**src/rtl/mod_pow4_pkg.sv**
```systemverilog
// Shared types and constants for the modular power-of-four sequencer.
package mod_pow4_pkg;

   typedef enum logic [1:0] {
      IDLE = 2'd0,
      RUN  = 2'd1,
      DONE = 2'd2
   } stateT;

   localparam int EXPW_DEF = 4;

endpackage

```
**src/rtl/mod_quad_step.sv**
```systemverilog
// One combinational step r = (4*a) mod q, built from two modular doublings.
// Requires a < q; each doubling then needs at most one subtract of q.
module mod_quad_step #(
   parameter int WIDTH = 8
) (
   input  logic [WIDTH-1:0] a,
   input  logic [WIDTH-1:0] q,
   output logic [WIDTH-1:0] r
);

   logic [WIDTH:0] dbl1;
   logic [WIDTH:0] red1;
   logic [WIDTH:0] dbl2;
   logic [WIDTH:0] red2;
   logic [WIDTH:0] qExt;

   always_comb begin
      qExt = {1'b0, q};
      dbl1 = {a, 1'b0};
      red1 = (dbl1 >= qExt) ? (dbl1 - qExt) : dbl1;
      dbl2 = {red1[WIDTH-1:0], 1'b0};
      red2 = (dbl2 >= qExt) ? (dbl2 - qExt) : dbl2;
      r    = red2[WIDTH-1:0];
   end

endmodule

```
**src/rtl/mod_pow4_seq.sv**
```systemverilog
// Sequential (x * 4^k) mod q with valid/ready handshakes on both sides.
// Optional MOD_POW4_SEQ_ABORT_EN adds an iAbort input that cancels RUN/DONE.
//
// state | meaning
// IDLE  | waiting for a request, oReady high
// RUN   | one quadrupling step per cycle until cnt reaches zero
// DONE  | result/error presented with oValid until iReady
`ifndef BITWIDTH
`define BITWIDTH 8
`endif

module mod_pow4_seq
   import mod_pow4_pkg::*;
#(
   parameter int WIDTH = `BITWIDTH,
   parameter int EXPW  = EXPW_DEF
) (
   input  logic             iClk,
   input  logic             iRstN,
   input  logic             iValid,
   output logic             oReady,
   input  logic [WIDTH-1:0] iData,
   input  logic [WIDTH-1:0] iQ,
   input  logic [EXPW-1:0]  iExp,
   output logic             oValid,
   input  logic             iReady,
   output logic [WIDTH-1:0] oData,
   output logic             oErr,
   output logic             oBusy
`ifdef MOD_POW4_SEQ_ABORT_EN
   ,
   input  logic             iAbort
`endif
);

   stateT            state;
   stateT            stateNxt;
   logic [WIDTH-1:0] acc;
   logic [WIDTH-1:0] qR;
   logic [EXPW-1:0]  cnt;
   logic             errR;
   logic [WIDTH-1:0] stepR;
   logic             reqErr;
   logic             abortHit;

   mod_quad_step #(.WIDTH(WIDTH)) uStep (
      .a (acc),
      .q (qR),
      .r (stepR)
   );

   always_comb begin
      reqErr = (iQ < WIDTH'(2)) || (iData >= iQ);
`ifdef MOD_POW4_SEQ_ABORT_EN
      abortHit = iAbort && (state != IDLE);
`else
      abortHit = 1'b0;
`endif
   end

   always_ff @(posedge iClk) begin
      if (!iRstN) begin
         state <= IDLE;
         acc   <= '0;
         qR    <= '0;
         cnt   <= '0;
         errR  <= 1'b0;
      end else begin
         state <= stateNxt;
         if (abortHit) begin
            acc  <= '0;
            cnt  <= '0;
            errR <= 1'b0;
         end else begin
            case (state)
               IDLE: begin
                  if (iValid) begin
                     qR   <= iQ;
                     cnt  <= iExp;
                     errR <= reqErr;
                     acc  <= reqErr ? '0 : iData;
                  end
               end
               RUN: begin
                  acc <= stepR;
                  cnt <= cnt - EXPW'(1);
               end
               default: ;
            endcase
         end
      end
   end

   always_comb begin
      stateNxt = state;
      case (state)
         IDLE: if (iValid) stateNxt = (reqErr || (iExp == '0)) ? DONE : RUN;
         RUN:  if (cnt == EXPW'(1)) stateNxt = DONE;
         DONE: if (iReady) stateNxt = IDLE;
         default: stateNxt = IDLE;
      endcase
      if (abortHit) stateNxt = IDLE;
   end

   // Result and error are gated so nothing leaks out while not in DONE.
   always_comb begin
      oReady = (state == IDLE);
      oBusy  = (state != IDLE);
      oValid = (state == DONE);
      oData  = oValid ? acc : '0;
      oErr   = oValid && errR;
   end

endmodule

```
**config.mk**
```make
export PLATFORM = sky130hd
export DESIGN_NAME = mod_pow4_seq
export DESIGN_NICKNAME = d
export VERILOG_FILES = /design/src/rtl/mod_pow4_pkg.sv /design/src/rtl/mod_quad_step.sv /design/src/rtl/mod_pow4_seq.sv
export SDC_FILE = /design/constraint.sdc
export NUM_CORES = 1
export LEC_CHECK = 0
export ABC_AREA = 1
export ABC_CLOCK_PERIOD_IN_PS = 5300
export BUFFER_PORTS_ARGS = -buffer_cell sky130_fd_sc_hd__buf_2
export CELL_PAD_IN_SITES_DETAIL_PLACEMENT = 1
export CELL_PAD_IN_SITES_GLOBAL_PLACEMENT = 1
export CORE_MARGIN = 3
export CORE_UTILIZATION = 35
export CTS_CLUSTER_DIAMETER = 200
export DETAILED_ROUTE_END_ITERATION = 6
export PLACE_DENSITY = 0.77
export RECOVER_POWER = 100
export SLEW_MARGIN = 20
export SYNTH_ARGS = -nofsm -noshare
export SYNTH_HDL_FRONTEND = slang
export SYNTH_SLANG_ARGS = --single-unit
```
**constraint.sdc**
```tcl
create_clock -name iClk -period 5.3 [get_ports iClk]
set_clock_uncertainty 0.15 [all_clocks]
set_input_delay 0.795 -clock iClk [delete_from_list [all_inputs] [get_ports iClk]]
set_output_delay 0.795 -clock iClk [all_outputs]
set_load 0.02 [all_outputs]
```
==> summary by stage <==
Timing
Headroom to the max-slew limit came out at 40.0%. The final count of pins violating max slew is 0. The timing-limited maximum frequency is 257 MHz. The transition time at the pin with the least slew margin is 896 ps.

The minimum period implied by the final worst setup slack is 3900 ps. Setup repair after global routing left no endpoint under its margin. The portion of the clock cycle consumed by the worst path in the final layout is 73.5%. The count of endpoints failing hold in the final timing report is 0. The worst path meets setup with 1400 ps of slack. The final setup violation count is 0. After routing, the total negative slack on setup checks comes to 0 ps.

Logic synthesis
The count of yosys warnings during synthesis is 0. The average instance in the mapped netlist occupies 6.38 um2. The library cell occupying the most area in the post-synthesis netlist is sky130_fd_sc_hd__dfxtp_1.

The number of flops mapped to enable cells by yosys is 0. After synthesis, the share of flip-flops with an asynchronous set or reset is 0%. Ranked by total cell area, the synthesized netlist is headed by sky130_fd_sc_hd__dfxtp_1 20%, sky130_fd_sc_hd__ha_1 14%, sky130_fd_sc_hd__nand2_1 13%. In this run the biggest area consumer among cell types represents 20.0% of the synthesized area. The count of different cell masters after synthesis is 34. Sequential cells were found to cover 20.0% of the synthesized design area. Among all flip-flop cells after synthesis, the most frequent one is sky130_fd_sc_hd__dfxtp_1. The cell count after synthesis came out at 360. The total standard cell area after synthesis is 0.00230 mm2. In this run, synthesis produced a sequential element count of 23. Synthesis produced a netlist with a net count of 410.

Status
The flow ran to the end, and the final reports show no timing, DRC or antenna violations.

Worst setup path
The signal on the critical path passes through inv_1 -> ha_1 -> ha_1 -> nand2_1 -> nor2_1 -> nand2_1 -> nand3_1 -> nor2_1 -> nand2_1 -> o21ai_0 -> inv_1 -> ha_1 -> nand2_1 -> inv_1 -> a41oi_1 -> nand2_1 -> nor2_8 -> nand2_1 -> nand3_1 -> nand3_1 -> nand2_1 -> inv_1. The worst setup path is of the flop to flop kind. The longest individual stage delay on the worst path is 380 ps.

The startpoint type of the worst setup path is a flop. STA classifies the critical path endpoint as a flop. STA puts the critical path data required time at 5330 ps. STA puts the critical path data arrival time at 3920 ps. In this run the worst path has a maximum fanout of 8.

The most common cell type on the critical path is sky130_fd_sc_hd__nand2_1. The reg2reg setup slack is 1400 ps. The worst-path cell with the longest stage delay is sky130_fd_sc_hd__o21ai_0.

Route
The average vias per placed instance is 5.14. The final routed wire length divided by cell count is 15.2 um. After detailed routing, the number of remaining DRC violations is 0. The DRC violation total after the first TritonRoute iteration is 51. Before antenna repair, the detailed router went through 4 iterations. Wires add up to 7.16 mm. The final antenna-violating net count is 0. The via count of the routed design is 2416.

Clocking
Buffers inserted during clock tree synthesis total 3. The post-CTS setup buffer count is 0. The maximum buffer depth of the clock tree is 2. For the worst-skew pair, the clock arrives at the later sink with an insertion delay of 270 ps. Clock-pin slew was measured on the worst setup and hold paths at 90 ps. The number of cells upsized or downsized after cts is 0. In this run the number of H-tree levels came out at 1. The root cell of the clock tree is sky130_fd_sc_hd__clkbuf_8. The clock tree from TritonCTS is built. The number of hold buffers added after CTS was 0.

Clock tree synthesis found a total of 23 sinks.

GRT
The wire length of the first global-routing pass is 12.0 mm. The number of global-route vias before repair was 2557. In the global route stage, overall resource usage came out at 19.9%.

The number of antenna violations at the first check in global routing is 0. Entering global routing, the biggest net connects 21 pins. The total global routing overflow is 0.

Layout
The area added between synthesis and finish is 10.9%. The count of nets after finishing is 446. The multi-input gate area in the final layout is 0.00153 mm2. The sequential cells in the finished layout cover a total of 460 um2. The share of post-route cells with drive strength above 1 is 11.6%. The final-layout fill cell count is 868.

The count of inserted antenna diode cells is 0.

Floorplan
After floorplanning, the core was divided into 28 placement rows. The full die area is 0.00757 mm2. 36 I/O pins were placed. The die is 87.0 um wide. After floorplanning, the core was sized to cover 0.00613 mm2. The vertical extent of the die is 87.0 um. The initial core utilization is 37.5%.

Placement
Routability-driven placement finished with a final weighted congestion of 0.954. The count of buffers added on input and output ports is 35. Prior to clock tree synthesis, the placed netlist has a worst setup slack of 1500 ps.

The HPWL after detailed placement is 6.02 mm.

Run
The tool flagged a number of max-cap violations equal to 0.

Worst hold path
In this run the worst hold path is classified as flop to flop.
[state kept, by name, summed over array words and instances, names as in the netlist]
signal / count
cnt: 4
acc: 8
errR: 1
state: 2
qR: 8
[logic make-up after synthesis]
group / synth area share [%]
XOR/XNOR: 4.19
buffers and inverters: 12.0
adder cells (fa/ha/maj): 14.5
flip-flops: 20.0
AO/OA/AOI/OAI: 17.8
AND/OR/NAND/NOR: 31.5
[path summary, 6_finish.rpt]
check             startpoint     end  cells past startpoint
setup / recovery       qR[1]  acc[0]                     22
setup reg to reg       qR[1]  acc[0]                     22
hold / removal        cnt[1]  cnt[1]                      2
hold reg to reg       cnt[1]  cnt[1]                      2
[placed cells by master (no fill, tap or decap), types with 3 or more instances in the layout]
master / n
sky130_fd_sc_hd__inv_1: 61
sky130_fd_sc_hd__xor2_1: 5
sky130_fd_sc_hd__nand4_1: 4
sky130_fd_sc_hd__nand3_1: 32
sky130_fd_sc_hd__dfxtp_1: 23
sky130_fd_sc_hd__a21oi_1: 33
sky130_fd_sc_hd__inv_2: 3
sky130_fd_sc_hd__nor2_1: 24
sky130_fd_sc_hd__a31oi_1: 3
sky130_fd_sc_hd__nand2_2: 6
sky130_fd_sc_hd__o21ai_0: 22
sky130_fd_sc_hd__clkbuf_8: 3
sky130_fd_sc_hd__buf_2: 22
sky130_fd_sc_hd__xnor2_1: 6
sky130_fd_sc_hd__a21oi_2: 5
sky130_fd_sc_hd__nand2_1: 82
sky130_fd_sc_hd__ha_1: 25
sky130_fd_sc_hd__clkbuf_1: 13
[through the flow]
stage          hold slack [ps]  utilization, %  cells  cell area, um2
2_1_floorplan              289               -    360            2300
3_3_place_gp               306            41.5    466            2540
3_5_place_dp               337            41.5    466            2540
4_1_cts                    352            42.3    470            2590
5_1_grt                    384            41.6    470            2550
6_report                   342            41.6    470            2550
[final cells by class]
class | count | area share (%)
repair buffers | 36 | 6.53
clock buffers | 3 | 1.62
well taps | 75 | 3.68
inverters | 66 | 9.72
multi-input cells | 266 | 60.2
clock inverters | 1 | 0.196
flip-flops and latches | 23 | 18.1
[synthesized netlist by cell type, types with 4 or more instances]
| master | n |
|---|---|
| sky130_fd_sc_hd__a21oi_1 | 31 |
| sky130_fd_sc_hd__a21oi_2 | 7 |
| sky130_fd_sc_hd__dfxtp_1 | 23 |
| sky130_fd_sc_hd__ha_1 | 25 |
| sky130_fd_sc_hd__inv_1 | 61 |
| sky130_fd_sc_hd__nand2_1 | 80 |
| sky130_fd_sc_hd__nand2_2 | 7 |
| sky130_fd_sc_hd__nand3_1 | 30 |
| sky130_fd_sc_hd__nand4_1 | 4 |
| sky130_fd_sc_hd__nor2_1 | 24 |
| sky130_fd_sc_hd__o21ai_0 | 22 |
| sky130_fd_sc_hd__xnor2_1 | 6 |
| sky130_fd_sc_hd__xor2_1 | 5 |
[critical path, delay by kind of cell, from the launching register on]
| kind | cells | cell delay (ps) |
|---|---|---|
| AO/OA/AOI/OAI | 2 | 580 |
| buffers and inverters | 4 | 350 |
| flip-flops | 1 | 310 |
| adder cells (fa/ha/maj) | 3 | 870 |
| AND/OR/NAND/NOR | 13 | 1550 |
[metal layers]
layer  vias to the layer above  share of wire (%)  GRT usage (%)
met4                         0                1.8           5.38
met3                         9                2.9           1.51
met2                        43                 47           35.3
li1                       1236                  -              -
met5                         -                  0              0
met1                      1128                 48           25.7
Power is not shown: default switching activity piles up to over one toggle a cycle in this logic, so the estimate is an artifact.
